$ cat src/rtl/cpu_pkg.sv
// Shared CPU control definitions: opcodes, ALU codes, sequencer states, instruction classes
// and the strobe bundle produced by the output decode.
package cpu_pkg;

    localparam logic [4:0] OP_LD   = 5'b00000;
    localparam logic [4:0] OP_LDI  = 5'b00001;
    localparam logic [4:0] OP_ST   = 5'b00010;
    localparam logic [4:0] OP_ADD  = 5'b00011;
    localparam logic [4:0] OP_SUB  = 5'b00100;
    localparam logic [4:0] OP_AND  = 5'b00101;
    localparam logic [4:0] OP_OR   = 5'b00110;
    localparam logic [4:0] OP_SHR  = 5'b00111;
    localparam logic [4:0] OP_SHL  = 5'b01000;
    localparam logic [4:0] OP_ADDI = 5'b01100;
    localparam logic [4:0] OP_ANDI = 5'b01101;
    localparam logic [4:0] OP_ORI  = 5'b01110;
    localparam logic [4:0] OP_MUL  = 5'b01111;
    localparam logic [4:0] OP_DIV  = 5'b10000;
    localparam logic [4:0] OP_BR   = 5'b10010;
    localparam logic [4:0] OP_JR   = 5'b10011;
    localparam logic [4:0] OP_IN   = 5'b10101;
    localparam logic [4:0] OP_OUT  = 5'b10110;
    localparam logic [4:0] OP_MFHI = 5'b10111;
    localparam logic [4:0] OP_MFLO = 5'b11000;
    localparam logic [4:0] OP_NOP  = 5'b11001;
    localparam logic [4:0] OP_HALT = 5'b11010;

    localparam logic [4:0] ALU_ADD = 5'b00011;
    localparam logic [4:0] ALU_INC = 5'b11111;

    typedef enum logic [3:0] {
        RESET, T0, T1, T2, T3, T4, T5, T6, T7, HALT
    } state_t;

    typedef enum logic [3:0] {
        CLS_ALU, CLS_IMM, CLS_MULDIV, CLS_LD, CLS_LDI, CLS_ST, CLS_BR, CLS_JR,
        CLS_IN, CLS_OUT, CLS_MFHI, CLS_MFLO, CLS_NOP, CLS_HALT, CLS_ILLEGAL
    } op_class_t;

    typedef struct packed {
        logic       G_ra;
        logic       G_rb;
        logic       G_rc;
        logic       R_in;
        logic       R_out;
        logic       BA_out;
        logic       HI_en;
        logic       LO_en;
        logic       Zhi_en;
        logic       Zlo_en;
        logic       PC_en;
        logic       MDR_en;
        logic       InPort_en;
        logic       C_en;
        logic       HI_write_enable;
        logic       LO_write_enable;
        logic       Z_write_enable;
        logic       PC_write_enable;
        logic       MDR_write_enable;
        logic       MAR_write_enable;
        logic       Y_write_enable;
        logic       IR_write_enable;
        logic       OutPort_write_enable;
        logic       mem_read_enable;
        logic       mem_write_enable;
        logic       CON_en;
        logic [4:0] ALU_signals;
        logic       run;
        logic       illegal_op;
    } ctrl_t;

    // Groups opcodes that share the same execute-step sequence.
    function automatic op_class_t op_class(input logic [4:0] op);
        op_class_t c;
        c = CLS_ILLEGAL;
        case (op)
            OP_ADD, OP_SUB, OP_AND, OP_OR, OP_SHR, OP_SHL: c = CLS_ALU;
            OP_ADDI, OP_ANDI, OP_ORI:                      c = CLS_IMM;
            OP_MUL, OP_DIV:                                c = CLS_MULDIV;
            OP_LD:                                         c = CLS_LD;
            OP_LDI:                                        c = CLS_LDI;
            OP_ST:                                         c = CLS_ST;
            OP_BR:                                         c = CLS_BR;
            OP_JR:                                         c = CLS_JR;
            OP_IN:                                         c = CLS_IN;
            OP_OUT:                                        c = CLS_OUT;
            OP_MFHI:                                       c = CLS_MFHI;
            OP_MFLO:                                       c = CLS_MFLO;
            OP_NOP:                                        c = CLS_NOP;
            OP_HALT:                                       c = CLS_HALT;
            default:                                       c = CLS_ILLEGAL;
        endcase
        return c;
    endfunction

endpackage

$ cat src/rtl/control_sequencer_if.sv
// Sequencer <-> datapath bundle: instruction/condition/halt inputs and all control strobes.
// master = sequencer side, slave = datapath side.
interface control_sequencer_if;

    logic [31:0] ir;
    logic        con_out;
    logic        stop;

    logic        G_ra, G_rb, G_rc, R_in, R_out, BA_out;
    logic        HI_en, LO_en, Zhi_en, Zlo_en, PC_en, MDR_en, InPort_en, C_en;
    logic        HI_write_enable, LO_write_enable, Z_write_enable, PC_write_enable;
    logic        MDR_write_enable, MAR_write_enable, Y_write_enable, IR_write_enable;
    logic        OutPort_write_enable;
    logic        mem_read_enable, mem_write_enable, CON_en;
    logic [4:0]  ALU_signals;
    logic        run;
    logic        illegal_op;

    modport master (
        input  ir, con_out, stop,
        output G_ra, G_rb, G_rc, R_in, R_out, BA_out,
        output HI_en, LO_en, Zhi_en, Zlo_en, PC_en, MDR_en, InPort_en, C_en,
        output HI_write_enable, LO_write_enable, Z_write_enable, PC_write_enable,
        output MDR_write_enable, MAR_write_enable, Y_write_enable, IR_write_enable,
        output OutPort_write_enable,
        output mem_read_enable, mem_write_enable, CON_en,
        output ALU_signals, run, illegal_op
    );

    modport slave (
        output ir, con_out, stop,
        input  G_ra, G_rb, G_rc, R_in, R_out, BA_out,
        input  HI_en, LO_en, Zhi_en, Zlo_en, PC_en, MDR_en, InPort_en, C_en,
        input  HI_write_enable, LO_write_enable, Z_write_enable, PC_write_enable,
        input  MDR_write_enable, MAR_write_enable, Y_write_enable, IR_write_enable,
        input  OutPort_write_enable,
        input  mem_read_enable, mem_write_enable, CON_en,
        input  ALU_signals, run, illegal_op
    );

endinterface

$ cat src/rtl/seq_decode.sv
// Combinational strobe decode from the current sequencer state and opcode.
// Zero latency: every strobe is valid only for the cycle the state is held.
module seq_decode
    import cpu_pkg::*;
(
    input  state_t     state_i,
    input  logic [4:0] opcode_i,
    input  logic       con_out_i,
    output ctrl_t      ctrl_o
);

    op_class_t cls;
    assign cls = op_class(opcode_i);

    always_comb begin
        ctrl_o     = '0;
        ctrl_o.run = (state_i != RESET) && (state_i != HALT);
        case (state_i)
            T0: begin
                ctrl_o.PC_en            = 1'b1;
                ctrl_o.MAR_write_enable = 1'b1;
                ctrl_o.ALU_signals      = ALU_INC;
                ctrl_o.Z_write_enable   = 1'b1;
            end
            T1: begin
                ctrl_o.Zlo_en           = 1'b1;
                ctrl_o.PC_write_enable  = 1'b1;
                ctrl_o.mem_read_enable  = 1'b1;
                ctrl_o.MDR_write_enable = 1'b1;
            end
            T2: begin
                ctrl_o.MDR_en          = 1'b1;
                ctrl_o.IR_write_enable = 1'b1;
            end
            T3: begin
                case (cls)
                    CLS_ALU, CLS_IMM: begin
                        ctrl_o.G_rb = 1'b1; ctrl_o.R_out = 1'b1; ctrl_o.Y_write_enable = 1'b1;
                    end
                    CLS_MULDIV: begin
                        ctrl_o.G_ra = 1'b1; ctrl_o.R_out = 1'b1; ctrl_o.Y_write_enable = 1'b1;
                    end
                    CLS_LD, CLS_LDI, CLS_ST: begin
                        ctrl_o.G_rb = 1'b1; ctrl_o.BA_out = 1'b1; ctrl_o.Y_write_enable = 1'b1;
                    end
                    CLS_BR: begin
                        ctrl_o.G_ra = 1'b1; ctrl_o.R_out = 1'b1; ctrl_o.CON_en = 1'b1;
                    end
                    CLS_JR: begin
                        ctrl_o.G_ra = 1'b1; ctrl_o.R_out = 1'b1; ctrl_o.PC_write_enable = 1'b1;
                    end
                    CLS_IN: begin
                        ctrl_o.InPort_en = 1'b1; ctrl_o.G_ra = 1'b1; ctrl_o.R_in = 1'b1;
                    end
                    CLS_OUT: begin
                        ctrl_o.G_ra = 1'b1; ctrl_o.R_out = 1'b1; ctrl_o.OutPort_write_enable = 1'b1;
                    end
                    CLS_MFHI: begin
                        ctrl_o.HI_en = 1'b1; ctrl_o.G_ra = 1'b1; ctrl_o.R_in = 1'b1;
                    end
                    CLS_MFLO: begin
                        ctrl_o.LO_en = 1'b1; ctrl_o.G_ra = 1'b1; ctrl_o.R_in = 1'b1;
                    end
                    CLS_ILLEGAL: ctrl_o.illegal_op = 1'b1;
                    default: ;
                endcase
            end
            T4: begin
                case (cls)
                    CLS_ALU, CLS_MULDIV: begin
                        // Register ops read rc; mul/div already latched ra into Y, so read rb.
                        ctrl_o.G_rc           = (cls == CLS_ALU);
                        ctrl_o.G_rb           = (cls == CLS_MULDIV);
                        ctrl_o.R_out          = 1'b1;
                        ctrl_o.ALU_signals    = opcode_i;
                        ctrl_o.Z_write_enable = 1'b1;
                    end
                    CLS_IMM: begin
                        ctrl_o.C_en = 1'b1; ctrl_o.ALU_signals = opcode_i; ctrl_o.Z_write_enable = 1'b1;
                    end
                    CLS_LD, CLS_LDI, CLS_ST: begin
                        ctrl_o.C_en = 1'b1; ctrl_o.ALU_signals = ALU_ADD; ctrl_o.Z_write_enable = 1'b1;
                    end
                    CLS_BR: begin
                        ctrl_o.PC_en = 1'b1; ctrl_o.Y_write_enable = 1'b1;
                    end
                    default: ;
                endcase
            end
            T5: begin
                case (cls)
                    CLS_ALU, CLS_IMM, CLS_LDI: begin
                        ctrl_o.Zlo_en = 1'b1; ctrl_o.G_ra = 1'b1; ctrl_o.R_in = 1'b1;
                    end
                    CLS_MULDIV: begin
                        ctrl_o.Zlo_en = 1'b1; ctrl_o.LO_write_enable = 1'b1;
                    end
                    CLS_LD, CLS_ST: begin
                        ctrl_o.Zlo_en = 1'b1; ctrl_o.MAR_write_enable = 1'b1;
                    end
                    CLS_BR: begin
                        ctrl_o.C_en = 1'b1; ctrl_o.ALU_signals = ALU_ADD; ctrl_o.Z_write_enable = 1'b1;
                    end
                    default: ;
                endcase
            end
            T6: begin
                case (cls)
                    CLS_MULDIV: begin
                        ctrl_o.Zhi_en = 1'b1; ctrl_o.HI_write_enable = 1'b1;
                    end
                    CLS_LD: begin
                        ctrl_o.mem_read_enable = 1'b1; ctrl_o.MDR_write_enable = 1'b1;
                    end
                    CLS_ST: begin
                        ctrl_o.G_ra = 1'b1; ctrl_o.R_out = 1'b1; ctrl_o.MDR_write_enable = 1'b1;
                    end
                    CLS_BR: begin
                        ctrl_o.Zlo_en          = 1'b1;
                        ctrl_o.PC_write_enable = con_out_i;
                    end
                    default: ;
                endcase
            end
            T7: begin
                case (cls)
                    CLS_LD: begin
                        ctrl_o.MDR_en = 1'b1; ctrl_o.G_ra = 1'b1; ctrl_o.R_in = 1'b1;
                    end
                    CLS_ST:  ctrl_o.mem_write_enable = 1'b1;
                    default: ;
                endcase
            end
            default: ;
        endcase
    end

endmodule

$ cat src/rtl/control_sequencer.sv
// Multi-cycle CPU control sequencer: RESET -> fetch T0-T2 -> execute T3-T7 -> T0, or HALT.
// Strobes are a zero-latency decode of the current state; stop is honoured only at T0 return.
module control_sequencer
    import cpu_pkg::*;
(
    input  logic                clk,
    input  logic                reset,
    control_sequencer_if.master bus
);

    state_t     state_q, state_d;
    state_t     ret_state;
    op_class_t  cls;
    ctrl_t      ctrl;
    logic       unused_ir_low;

    assign cls           = op_class(bus.ir[31:27]);
    assign ret_state     = bus.stop ? HALT : T0;
    assign unused_ir_low = ^bus.ir[26:0];

    always_ff @(posedge clk) begin
        if (reset) state_q <= RESET;
        else       state_q <= state_d;
    end

    always_comb begin
        state_d = state_q;
        case (state_q)
            RESET: state_d = T0;
            T0:    state_d = T1;
            T1:    state_d = T2;
            T2:    state_d = T3;
            T3: begin
                case (cls)
                    CLS_HALT: state_d = HALT;
                    CLS_JR, CLS_IN, CLS_OUT, CLS_MFHI, CLS_MFLO, CLS_NOP, CLS_ILLEGAL:
                        state_d = ret_state;
                    default:  state_d = T4;
                endcase
            end
            T4:    state_d = T5;
            T5: begin
                case (cls)
                    CLS_ALU, CLS_IMM, CLS_LDI: state_d = ret_state;
                    default:                   state_d = T6;
                endcase
            end
            T6: begin
                case (cls)
                    CLS_LD, CLS_ST: state_d = T7;
                    default:        state_d = ret_state;
                endcase
            end
            T7:    state_d = ret_state;
            HALT:  state_d = HALT;
            default: state_d = RESET;
        endcase
    end

    seq_decode u_decode (
        .state_i   (state_q),
        .opcode_i  (bus.ir[31:27]),
        .con_out_i (bus.con_out),
        .ctrl_o    (ctrl)
    );

    assign bus.G_ra                 = ctrl.G_ra;
    assign bus.G_rb                 = ctrl.G_rb;
    assign bus.G_rc                 = ctrl.G_rc;
    assign bus.R_in                 = ctrl.R_in;
    assign bus.R_out                = ctrl.R_out;
    assign bus.BA_out               = ctrl.BA_out;
    assign bus.HI_en                = ctrl.HI_en;
    assign bus.LO_en                = ctrl.LO_en;
    assign bus.Zhi_en               = ctrl.Zhi_en;
    assign bus.Zlo_en               = ctrl.Zlo_en;
    assign bus.PC_en                = ctrl.PC_en;
    assign bus.MDR_en               = ctrl.MDR_en;
    assign bus.InPort_en            = ctrl.InPort_en;
    assign bus.C_en                 = ctrl.C_en;
    assign bus.HI_write_enable      = ctrl.HI_write_enable;
    assign bus.LO_write_enable      = ctrl.LO_write_enable;
    assign bus.Z_write_enable       = ctrl.Z_write_enable;
    assign bus.PC_write_enable      = ctrl.PC_write_enable;
    assign bus.MDR_write_enable     = ctrl.MDR_write_enable;
    assign bus.MAR_write_enable     = ctrl.MAR_write_enable;
    assign bus.Y_write_enable       = ctrl.Y_write_enable;
    assign bus.IR_write_enable      = ctrl.IR_write_enable;
    assign bus.OutPort_write_enable = ctrl.OutPort_write_enable;
    assign bus.mem_read_enable      = ctrl.mem_read_enable;
    assign bus.mem_write_enable     = ctrl.mem_write_enable;
    assign bus.CON_en               = ctrl.CON_en;
    assign bus.ALU_signals          = ctrl.ALU_signals;
    assign bus.run                  = ctrl.run;
    assign bus.illegal_op           = ctrl.illegal_op;

endmodule

$ cat src/flat_wrapper.sv
// flat-port wrapper written by rule: the top's interface ports become plain ports
module control_sequencer_flat import cpu_pkg::*;
  (clk, reset, bus_ir, bus_con_out, bus_stop, bus_G_ra, bus_G_rb, bus_G_rc, bus_R_in, bus_R_out, bus_BA_out, bus_HI_en, bus_LO_en, bus_Zhi_en, bus_Zlo_en, bus_PC_en, bus_MDR_en, bus_InPort_en, bus_C_en, bus_HI_write_enable, bus_LO_write_enable, bus_Z_write_enable, bus_PC_write_enable, bus_MDR_write_enable, bus_MAR_write_enable, bus_Y_write_enable, bus_IR_write_enable, bus_OutPort_write_enable, bus_mem_read_enable, bus_mem_write_enable, bus_CON_en, bus_ALU_signals, bus_run, bus_illegal_op);
  control_sequencer_if bus_i ();
  input  logic clk;
  input  logic reset;
  input wire logic [$bits(bus_i.ir)-1:0] bus_ir;
  input wire logic [$bits(bus_i.con_out)-1:0] bus_con_out;
  input wire logic [$bits(bus_i.stop)-1:0] bus_stop;
  output wire logic [$bits(bus_i.G_ra)-1:0] bus_G_ra;
  output wire logic [$bits(bus_i.G_rb)-1:0] bus_G_rb;
  output wire logic [$bits(bus_i.G_rc)-1:0] bus_G_rc;
  output wire logic [$bits(bus_i.R_in)-1:0] bus_R_in;
  output wire logic [$bits(bus_i.R_out)-1:0] bus_R_out;
  output wire logic [$bits(bus_i.BA_out)-1:0] bus_BA_out;
  output wire logic [$bits(bus_i.HI_en)-1:0] bus_HI_en;
  output wire logic [$bits(bus_i.LO_en)-1:0] bus_LO_en;
  output wire logic [$bits(bus_i.Zhi_en)-1:0] bus_Zhi_en;
  output wire logic [$bits(bus_i.Zlo_en)-1:0] bus_Zlo_en;
  output wire logic [$bits(bus_i.PC_en)-1:0] bus_PC_en;
  output wire logic [$bits(bus_i.MDR_en)-1:0] bus_MDR_en;
  output wire logic [$bits(bus_i.InPort_en)-1:0] bus_InPort_en;
  output wire logic [$bits(bus_i.C_en)-1:0] bus_C_en;
  output wire logic [$bits(bus_i.HI_write_enable)-1:0] bus_HI_write_enable;
  output wire logic [$bits(bus_i.LO_write_enable)-1:0] bus_LO_write_enable;
  output wire logic [$bits(bus_i.Z_write_enable)-1:0] bus_Z_write_enable;
  output wire logic [$bits(bus_i.PC_write_enable)-1:0] bus_PC_write_enable;
  output wire logic [$bits(bus_i.MDR_write_enable)-1:0] bus_MDR_write_enable;
  output wire logic [$bits(bus_i.MAR_write_enable)-1:0] bus_MAR_write_enable;
  output wire logic [$bits(bus_i.Y_write_enable)-1:0] bus_Y_write_enable;
  output wire logic [$bits(bus_i.IR_write_enable)-1:0] bus_IR_write_enable;
  output wire logic [$bits(bus_i.OutPort_write_enable)-1:0] bus_OutPort_write_enable;
  output wire logic [$bits(bus_i.mem_read_enable)-1:0] bus_mem_read_enable;
  output wire logic [$bits(bus_i.mem_write_enable)-1:0] bus_mem_write_enable;
  output wire logic [$bits(bus_i.CON_en)-1:0] bus_CON_en;
  output wire logic [$bits(bus_i.ALU_signals)-1:0] bus_ALU_signals;
  output wire logic [$bits(bus_i.run)-1:0] bus_run;
  output wire logic [$bits(bus_i.illegal_op)-1:0] bus_illegal_op;
  assign bus_i.ir = bus_ir;
  assign bus_i.con_out = bus_con_out;
  assign bus_i.stop = bus_stop;
  assign bus_G_ra = bus_i.G_ra;
  assign bus_G_rb = bus_i.G_rb;
  assign bus_G_rc = bus_i.G_rc;
  assign bus_R_in = bus_i.R_in;
  assign bus_R_out = bus_i.R_out;
  assign bus_BA_out = bus_i.BA_out;
  assign bus_HI_en = bus_i.HI_en;
  assign bus_LO_en = bus_i.LO_en;
  assign bus_Zhi_en = bus_i.Zhi_en;
  assign bus_Zlo_en = bus_i.Zlo_en;
  assign bus_PC_en = bus_i.PC_en;
  assign bus_MDR_en = bus_i.MDR_en;
  assign bus_InPort_en = bus_i.InPort_en;
  assign bus_C_en = bus_i.C_en;
  assign bus_HI_write_enable = bus_i.HI_write_enable;
  assign bus_LO_write_enable = bus_i.LO_write_enable;
  assign bus_Z_write_enable = bus_i.Z_write_enable;
  assign bus_PC_write_enable = bus_i.PC_write_enable;
  assign bus_MDR_write_enable = bus_i.MDR_write_enable;
  assign bus_MAR_write_enable = bus_i.MAR_write_enable;
  assign bus_Y_write_enable = bus_i.Y_write_enable;
  assign bus_IR_write_enable = bus_i.IR_write_enable;
  assign bus_OutPort_write_enable = bus_i.OutPort_write_enable;
  assign bus_mem_read_enable = bus_i.mem_read_enable;
  assign bus_mem_write_enable = bus_i.mem_write_enable;
  assign bus_CON_en = bus_i.CON_en;
  assign bus_ALU_signals = bus_i.ALU_signals;
  assign bus_run = bus_i.run;
  assign bus_illegal_op = bus_i.illegal_op;
  control_sequencer u_core (.clk(clk), .reset(reset), .bus(bus_i));
endmodule
$ cat config.mk
export PLATFORM = sky130hd
export DESIGN_NAME = control_sequencer_flat
export DESIGN_NICKNAME = d
export VERILOG_FILES = /design/src/rtl/cpu_pkg.sv /design/src/rtl/control_sequencer_if.sv /design/src/rtl/seq_decode.sv /design/src/rtl/control_sequencer.sv /design/src/flat_wrapper.sv
export SDC_FILE = /design/constraint.sdc
export NUM_CORES = 1
export LEC_CHECK = 0
export ABC_AREA = 1
export CORE_ASPECT_RATIO = 1.75
export CORE_MARGIN = 2
export CORE_UTILIZATION = 33
export CTS_CLUSTER_DIAMETER = 150
export DETAILED_ROUTE_END_ITERATION = 10
export PLACE_DENSITY_LB_ADDON = 0.2
export SYNTH_ARGS = -nofsm -noshare
export SYNTH_HDL_FRONTEND = slang
export SYNTH_SLANG_ARGS = --single-unit
$ cat constraint.sdc
create_clock -name clk -period 1.7 [get_ports clk]
set_clock_uncertainty 0.15 [all_clocks]
set_input_delay 0.17 -clock clk [delete_from_list [all_inputs] [get_ports clk]]
set_output_delay 0.17 -clock clk [all_outputs]
set_load 0.02 [all_outputs]
==> results by group <==
Critical path
  – CP Data Required Time: 1380 ps
  – R2R depth: 10
  – Worst Path Arrival: 1960 ps
  – Max incr delay on CP: 270 ps
  – CP Launch Type: primary input
  – Most common cell type on the critical path: nor2_4
  – Delay-heaviest family, CP: simple AND/OR/NAND/NOR gates
  – Reg2reg setup slack: -20 ps
  – Critical path class: in -> out
  – Crit end category: output port
  – Critical Path, Cell by Cell: buf_12, inv_8, ha_4, inv_4, nand3_4, a21oi_4, nor2_4, inv_2, nor2_4, nor2_4, nand3_4, nand2_2, o211ai_1, buf_4
  – Slowest CP cell: a21oi_4
  – R2r endpoint: u_core.state_q[2]
  – Max FO, Critical Path: 4
  – Launch point of the worst reg-to-reg path: u_core.state_q[2]
  – WP buf/inv: 5

STA
  – Final setup margin: -584 ps
  – Post-layout min period: 2280 ps
  – RSZ-0062 raised after global routing: yes
  – Worst-margin pin slew: 322 ps
  – Max Freq: 438 MHz
  – Setup violators final: 37
  – Final Max Slew Viols: 0
  – Fin crit share: 134%
  – Slew HR: 78.5%
  – Setup TNS: -13900 ps
  – Worst Hold Margin: 503 ps
  – Final number of hold-violating endpoints: 0

Clock network
  – Clock latency on the worst-skew pair: 220 ps
  – H-Tree Depth: 1
  – Post-CTS Hold Fix Bufs: 0
  – Clk root buf: clkbuf_8
  – Max Buffers Root-to-Sink: 2
  – CTS tree: yes
  – Clock slew at reported path FFs: 30 ps
  – Cts bufs inserted: 3
  – Clk sink count: 4

Power
  – Pwr Density: 447 mW/mm^2
  – Leakage: 1.31 nW
  – Maximum vdd drop: 0.362 mV
  – Design Power: 1.25 mW

Floorplanning
  – CORE AREA: 0.00296 sq mm
  – IO Pins: 69
  – Die ar.: 0.00360 sq mm
  – Die X-Extent: 46.3 microns
  – Rows: 26
  – Initial Utilization: 34.8%
  – Die Height: 77.9 microns

Run status
  – Status: complete, but fails checks
  – Violations in the final reports: setup timing

Cells and area
  – Layout area overhead: 171%
  – Antenna cells: 0
  – Final nets: 369
  – Max FFs per register: 4
  – Non-Filler Cell Area, Final: 0.00280 sq mm
  – Cell Count, Final, Fillers Out: 367
  – Largest register by flop count: u_core.state_q
  – Registers with the most flip-flops: u_core.state_q x4
  – # fillers: 90
  – Share of layout cells above drive strength 1: 75.4%

Detailed routing
  – DRT antenna net count: 0
  – Vias: 2220
  – Post-DR wirelength/cell: 22.9 microns
  – DR pass1 iterations: 5
  – Number of vias per cell: 6.05
  – Initial DRC Count: 163
  – WL final: 8420 microns
  – DRC: 0

Placed design
  – Placed Cells: 338
  – DP Area: 0.00211 sq mm
  – PortBufs: 41
  – Dpl hpwl: 3780 microns
  – Routability cong.: 0.894

Min path
  – WHS Path Cells: 2
  – Hold endpoint: u_core.state_q[2]
  – Hold crit path type: in -> reg
  – Hold Startpoint: reset

Logic synthesis
  – Number of synthesized register bits: 4
  – Yosys top cell area share: 17.5%
  – Mapped cell area: 0.00103 sq mm
  – Ys async rst share: 0%
  – Synth top area cells: nand2_1 (17%), nor2_1 (12%), nand3_1 (11%), inv_1 (9.5%), dfxtp_1 (7.8%)
  – Mapped Avg Cell Area: 5.23 sq um
  – Dominant cell type by area after synthesis: nand2_1
  – Main flop type after synthesis: dfxtp_1
  – EDFF count, synth: 0
  – Yosys synthesis warning count: 0
  – Most common library cells after synthesis: nand2_1 (48), nor2_1 (32), inv_1 (26)
  – Library cells used by synthesis: 24
  – Post-synthesis sequential area ratio: 7.77%
  – Mapped Nets: 239
  – Cells after Synth: 197
  – Most common cell in the netlist: nand2_1

Global routing
  – Remaining global-route overflow: 0
  – GRT Total Usage: 38.8%
  – Largest net degree at the start of global routing: 8
  – Vias in the first global route: 2157
  – First-pass GRT wire length: 10300 microns
  – Number of antenna violations at the first check in global routing: 0

Flow run
  – Max cap viols: 0
==> metrics by stage <==
stage / worst slack, ps / util, %
6_report: -584 / 94.5
5_1_grt: -677 / 94.5
4_1_cts: -378 / 87.4
3_5_place_dp: -1390 / 71.2
3_3_place_gp: -1350 / 71.2
2_1_floorplan: -177 / -
==> worst max path at each step <==
stage	from	endpoint	slack, ps	depth (start not counted)
2_1_floorplan	bus_ir[27]	bus_ALU_signals[0]	-180	13
3_3_place_gp	bus_ir[27]	bus_G_rb	-1350	12
3_5_place_dp	bus_ir[27]	bus_ALU_signals[1]	-1390	15
4_1_cts	bus_ir[27]	bus_C_en	-380	14
5_1_grt	bus_ir[27]	bus_Zlo_en	-680	16
6_report	bus_ir[27]	bus_Zlo_en	-580	14
==> metal layers <==
layer / track usage (%) / share of wire (%) / vias to the layer above
met5: 0 / 0 / -
met2: 69.9 / 50 / 200
li1: - / - / 896
met3: 7.91 / 7.6 / 116
met1: 32.5 / 31 / 1008
met4: 31.7 / 12 / 0
==> power by group <==
| part | internal, mW | leakage [nW] | switching, mW |
|---|---|---|---|
| Sequential | 0.102 | 0.0333 | 0.00999 |
| Clock | 0.152 | 0.0216 | 0.0588 |
| Combinational | 0.406 | 1.26 | 0.520 |
| Total | 0.660 | 1.31 | 0.589 |
==> logic make-up (layout without fill, tap and decap cells) <==
family / count (synthesis) / in the layout / synth area share [%]
AOI/OAI and AO/OA: 24 / 24 / 14.8
adders and majority gates: 6 / 6 / 7.28
buffers and inverters: 35 / 163 / 13.1
DFF: 4 / 4 / 7.77
and+or+nand+nor: 128 / 128 / 57.0
==> area by class of cell <==
cell class	count	area (sq um)	area share (%)
multi-input cells	158	1350	48.1
inverters	34	148	5.28
repair buffers	126	1130	40.3
flip-flops and latches	4	82.6	2.95
clock buffers	3	41.3	1.48
well taps	42	52.6	1.88
==> cell usage in the layout (no fill, tap or decap), drive strengths merged <==
master         instances
clkdlybuf4s15          1
o211ai                 2
clkbuf                 4
nand3                 26
nand2                 52
nand4                  2
nor2                  40
nor3                   8
o221ai                 1
inv                   34
buf                  121
o21ai                 12
o2111ai                1
a211oi                 1
a41oi                  1
dfxtp                  4
ha                     6
o21bai                 1
clkdlybuf4s50          3
a21oi                  5
==> what timing repair did <==
item	CTS	global route
endpoints found under the hold margin	0	0
pin swaps	28	27
resized for setup	301	26
buffers inserted	11	15
endpoints found under the setup margin	37	37
No activity file was read; power rests on OpenSTA's default activity.
